File: config.mk
export PLATFORM = sky130hd
export DESIGN_NAME = fetch_stage
export DESIGN_NICKNAME = d
export VERILOG_FILES = /design/src/rtl/fetch_stage.sv
export SDC_FILE = /design/constraint.sdc
export NUM_CORES = 1
export LEC_CHECK = 0
export BUFFER_PORTS_ARGS = -buffer_cell sky130_fd_sc_hd__buf_2
export CAP_MARGIN = 10
export CORE_MARGIN = 5
export CORE_UTILIZATION = 40
export DETAILED_ROUTE_END_ITERATION = 8
export PLACE_DENSITY = 0.66
export RECOVER_POWER = 25
export SYNTH_ARGS = -nofsm -noshare
export SYNTH_HDL_FRONTEND = slang
export SYNTH_SLANG_ARGS = --single-unit
File: constraint.sdc
create_clock -name Clk -period 5.3 [get_ports Clk]
set_input_delay 1.325 -clock Clk [delete_from_list [all_inputs] [get_ports Clk]]
set_output_delay 1.325 -clock Clk [all_outputs]
set_load 0.01 [all_outputs]
File: src/rtl/fetch_stage.sv
// Instruction-fetch stage: PC register, variable-latency imem handshake with a
// one-entry hold buffer, and the IF/ID pipeline register feeding decode.
module fetch_stage #(
    parameter logic [31:0] RESET_PC  = 32'h0000_0000,
    parameter logic [31:0] NOP_INSTR = 32'h0000_0000
) (
    input  logic        Clk,
    input  logic        Rst,
    input  logic        IF_write,
    input  logic        PC_write,
    input  logic [1:0]  addrSel,
    input  logic [25:0] JumpField,
    input  logic [31:0] BranchTarget,
    output logic [31:0] ImemAddr,
    output logic        ImemReq,
    input  logic [31:0] ImemData,
    input  logic        ImemReady,
    output logic [31:0] PC,
    output logic [31:0] InstrID,
    output logic [31:0] PCPlus4ID,
    output logic        ValidID,
    output logic        FetchStall
);

    typedef enum logic {
        FETCH = 1'b0,
        HELD  = 1'b1
    } state_t;

    state_t      state;
    logic [31:0] hold_buf;
    logic [31:0] pc_plus4;
    logic [31:0] jump_target;
    logic [31:0] fetched;
    logic        fetch_done;
    logic        redirect;

    always_comb begin
        pc_plus4    = PC + 32'd4;
        jump_target = {PCPlus4ID[31:28], JumpField, 2'b00};
        redirect    = PC_write && (addrSel == 2'd1 || addrSel == 2'd2);
        fetch_done  = (state == HELD) || ImemReady;
        fetched     = (state == HELD) ? hold_buf : ImemData;
        ImemAddr    = PC;
        ImemReq     = (state == FETCH);
        FetchStall  = (state == FETCH) && !ImemReady;
    end

    always_ff @(posedge Clk or posedge Rst) begin
        if (Rst) begin
            PC        <= RESET_PC;
            InstrID   <= NOP_INSTR;
            PCPlus4ID <= '0;
            ValidID   <= 1'b0;
            hold_buf  <= '0;
            state     <= FETCH;
        end else begin
            // IF/ID still captures the delay-slot fetch even when a redirect fires
            if (IF_write) begin
                if (fetch_done) begin
                    InstrID   <= fetched;
                    PCPlus4ID <= pc_plus4;
                    ValidID   <= 1'b1;
                end else begin
                    InstrID   <= NOP_INSTR;
                    ValidID   <= 1'b0;
                end
            end

            if (redirect) begin
                PC <= (addrSel == 2'd1) ? jump_target : BranchTarget;
            end else if (PC_write && fetch_done) begin
                PC <= pc_plus4;
            end

            // Redirect drops any buffered word and wins over a new capture
            if (redirect) begin
                state <= FETCH;
            end else begin
                case (state)
                    FETCH: begin
                        if (ImemReady && !IF_write) begin
                            hold_buf <= ImemData;
                            state    <= HELD;
                        end
                    end
                    HELD: begin
                        if (IF_write) begin
                            state <= FETCH;
                        end
                    end
                    default: state <= FETCH;
                endcase
            end
        end
    end

endmodule

Word-level counts from Yosys, hierarchy flattened
Cells that the tools add are included.
Storage, ports and cells
  memories: 0
  bits in read-only memories: 0
  flip-flop bits (word level): 130
  logic and storage cells: 32
  memory bits (writable): 0
  bits in latches: 0
Cells by class
  reduce and logical (&&, ||, !) cells: 11
  bitwise gates (word level): 2
  equality and inequality tests: 2
  div/mod/pow operators: 0
  multiply operators: 0
  magnitude comparators: 0
  $add $sub $neg: 1
  muxes and demuxes: 10
  shifts and indexed selects: 0
Operator list (count)
  $mux 32: 5
  $add 32x3->32 const B: 1
  $logic_and 1x1->1: 4
  $mux 1: 4
  $reduce_and 3->1: 1
  $eq 2x1->1 const B: 1
  $eq 2x2->1 const B: 1
  $logic_not 1->1: 2
  $logic_or 1x1->1: 2
  $not 1->1: 2
  $pmux 1 s2: 1
  $reduce_and 2->1: 1
  $reduce_bool 2->1: 1

Depth between registers and ports, before layout
  depth after elaboration: 5
  mapped depth: 9
  mapped depth without buffers: 6

Worst setup path before layout
OpenSTA, ideal clock, no wires.
  kind: input to output
  from: input ImemReady
  to: output FetchStall
  path slack: 1.922 ns
  stages on the path: 4
  data arrival time: 2.053 ns
  cell sequence: buf_2 > or2_2 > clkbuf_1 > inv_1
On the way
  longest elaborated chain between the ends: 2
Ends and longest elaborated chain
  start, declared: line 17  | input logic ImemReady,
  $logic_not 1->1: line 46  | FetchStall = (state == FETCH) && !ImemReady;
  $logic_and 1x1->1: line 46
  end, declared: line 22  | output logic FetchStall
Every way passes these cells.

Worst setup path after layout
Same ends and word-level chain as after synthesis.

==> metrics.csv <==
stage;metric;value;unit
setup_path;crit_type;in2out;
global_routing;grt_usage;20.5;%
worst_hold_path;min-delay-path-class;reg2reg;
placement;hpwlAfterDp;13900;um
final_layout;final_cell_mix;buf_2, dfrtp_1, a21oi_1;
pwr;ir_worst_vdd;0.000245;V
drt;viasPerCell;5.46;
clock_tree;cts_hold_buffers;0;
clock_tree;cts_buffer_depth;2;
setup_path;max_stage_delay;0.46;ns
timing;tns;0;ns
job;maxCapViolations;2;
die;rows;48;
pwr;p_int;2210;uW
setup_path;reg2reg_from;ImemAddr[15]$_DFFE_PP0P_;
logic_synthesis;ys.flop_type;dfrtp_1;
logic_synthesis;synth_xor_area_share;1.51;%
setup_path;cp.arrival;2.47;ns
drt;ant_nets;0;
setup_path;rr_worst_depth;4;
die;io_pins;228;
global_routing;grt_pass1_vias;6127;
clock_tree;cts_made_buffers;17;
outcome;status;finished with violations;
setup_path;r2r_slack;2.54;ns
timing;skew;0.0104;ns
setup_path;cpMostUsedCell;buf_2;
pwr;p_total;3360;uW
placement;place_inst;1117;
clock_tree;clk_latency;0.42;ns
timing;fin_crit_sh;71.6;%
logic_synthesis;yosys_warnings;0;
drt;wl_per_cell;17.8;um
logic_synthesis;synth-simple-area-share;17.9;%
clock_tree;post_cts_buffers;0;
timing;rsz0062_at_grt;false;
setup_path;critPathMaxFanout;37;
logic_synthesis;synth_top_family_by_area;simple AND/OR/NAND/NOR gates;
placement;gp_congestion;0.824;
clock_tree;cts_tree;built;
timing;fmax;263;MHz
logic_synthesis;synth.cell_area;6960;um2
final_layout;final_cells;1149;
timing;relSlewSlack;-76.2;%
logic_synthesis;synth_compound_area_share;16.3;%
die;die_x;142;um
final_layout;syn_to_final_growth;22.4;%
logic_synthesis;syn_nets;848;
die;fp.dieH;142;um
final_layout;fin_util;49.6;%
logic_synthesis;synth_edf_count;0;
timing;worst_pin_slew;2.64;ns
logic_synthesis;ys_seq_elements;130;
pwr;p_switching;1150;uW
global_routing;antenna_found_initial;3;
setup_path;critPathCaptureType;output pin;
drt;via_count;6275;
setup_path;cp_cell_sequence;buf_2 -> or2_2 -> inv_1 -> buf_2;
outcome;violations;max-capacitance violations, max-slew violations;
global_routing;grt_pass1_wl;33200;um
setup_path;startpoint;ImemReady;
pwr;p_per_area;394;nW/um2
setup_path;critPathRequiredTime;3.97;ns
logic_synthesis;syn_area_per_cell;9.29;um2
clock_tree;clkSinkCount;130;
logic_synthesis;syn_inst;749;
die;dieArea;20100;um2
logic_synthesis;synthMuxAreaShare;9.35;%
setup_path;crit_end;FetchStall;
drt;finalWirelength;20400;um
pwr;switching_share;34.1;%
die;start_util;40.5;%
global_routing;overflow;0;
setup_path;regToRegEndpoint;ImemAddr[29]$_DFFE_PP0P_;
logic_synthesis;yosysSeqAreaShare;46.7;%
timing;report.final.hold_viol_count;0;
setup_path;cp_slowest_cell;or2_2;
final_layout;drive_above_1_share;34.6;%
logic_synthesis;synthDistinctLibCells;51;
timing;setup_viol_count_final;0;
pwr;clkPwrFrac;31.8;%
drt;first_iter_violations;348;
clock_tree;cts_max_level;4;
final_layout;nets;1010;
setup_path;cp-start-kind;input pin;
global_routing;grt_max_degree;97;
timing;post-route-min-period;3.80;ns
clock_tree;path_clk_slew;0.06;ns
pwr;seqPwrFrac;42.1;%
placement;portBuffers;227;
timing;slew_violations;163;
final_layout;layout_commonest_cell;buf_2;
die;core_area;17200;um2
pwr;p_leak;0.00383;uW
clock_tree;clock-root-buffer;clkbuf_16;
pwr;combinationalPowerShare;26.1;%
drt;route.detailed.drc;0;
logic_synthesis;async_reset_ff_share;100;%
drt;drt_first_pass_iters;5;
timing;hold_slack;0.470;ns
clock_tree;cts_resized;0;
logic_synthesis;synth_adder_area_share;0.359;%
-- critical path: cells and delay by family --
family	cells	cell delay (ns)
buffers and inverters	3	0.67
AND/OR/NAND/NOR	1	0.46
-- sequential cells by signal (all words and copies together) (netlist names) --
register / count
ImemAddr: 32
state: 1
InstrID: 32
ValidID: 1
PCPlus4ID: 32
hold_buf: 32
-- logic make-up (layout without fill, tap and decap cells) --
kind of cell,count (synthesis),count (layout)
flops,130,130
compound gates,191,191
xor+xnor,12,12
mux,60,60
other cells,0,1
buf+inv,108,282
simple gates,246,246
fa+ha+maj,2,2
-- Yosys cell counts (all sizes together), types with 3 or more instances --
master     n  share of area, %
o2bb2ai    5              0.63
nor2      71               3.8
and3      32               2.9
a31oi     19               1.7
dfrtp    130                47
clkbuf    50               2.7
or4       13               1.5
o311ai     5              0.63
a21oi     87               6.3
a211oi     3              0.32
o22ai      9              0.81
o211ai     7              0.75
a311oi     3              0.38
o21a       3              0.32
o31ai      7              0.75
nand2     52               2.8
nor4      10              0.90
nand4      8              0.72
nand3     16               1.3
nor4b      3              0.38
xnor2      8               1.0
or2        3              0.27
nor2b      3              0.27
or3       11              0.99
mux2      40               6.5
nor3      16               1.2
mux2i     20               2.9
o21ai     32               2.3
nand3b     3              0.32
inv       12              0.65
xor2       4              0.50
buf       46               4.5
-- final cells by class --
| type | count | area (um2) |
|---|---|---|
| fillers | 1671 | 8650 |
| flip-flops and latches | 130 | 3250 |
| multi-input cells | 511 | 3180 |
| repair buffers | 239 | 1220 |
| clock buffers | 22 | 474 |
| well taps | 225 | 282 |
| clock inverters | 9 | 57.6 |
| inverters | 12 | 48.8 |
| diodes | 1 | 2.50 |
-- worst min path at each step --
stage	slack, ns	startpoint	to	cells past startpoint
after floorplan	0.48	hold_buf[31]$_DFFE_PP0P_	hold_buf[31]$_DFFE_PP0P_	1
after global placement	0.45	PCPlus4ID[1]$_DFFE_PP0P_	PCPlus4ID[1]$_DFFE_PP0P_	2
after detailed placement	0.46	PCPlus4ID[1]$_DFFE_PP0P_	PCPlus4ID[1]$_DFFE_PP0P_	2
after CTS	0.47	PCPlus4ID[1]$_DFFE_PP0P_	PCPlus4ID[1]$_DFFE_PP0P_	2
after global routing	0.50	PCPlus4ID[1]$_DFFE_PP0P_	PCPlus4ID[1]$_DFFE_PP0P_	2
final	0.47	PCPlus4ID[1]$_DFFE_PP0P_	PCPlus4ID[1]$_DFFE_PP0P_	2
-- layer usage --
| metal | track usage [%] | vias up | routed length (um) |
|---|---|---|---|
| li1 | - | 3004 | - |
| met1 | 28.2 | 2979 | 8680 |
| met2 | 32.3 | 262 | 9510 |
| met3 | 5.80 | 28 | 1910 |
| met4 | 5.15 | 2 | 341 |
| met5 | 0 | - | 13 |
-- power groups by stage --
| stage | clock (uW) | sequential, uW | combinational [uW] |
|---|---|---|---|
| finish | 1070 | 1420 | 877 |
| global route | 1140 | 1450 | 977 |
| CTS | 1100 | 1410 | 888 |
| detailed placement | 0 | 1430 | 885 |
| global placement | 0 | 1430 | 874 |
| floorplan | 0 | 1440 | 554 |
-- stage by stage --
step           worst slack [ns]  cell area (um2)
2_1_floorplan             0.506             6960
3_3_place_gp               1.54             8000
3_5_place_dp               1.52             8000
4_1_cts                    1.52             8530
5_1_grt                    1.17             8520
6_report                   1.50             8520
Note: power is estimated with default switching activity, not from simulation.
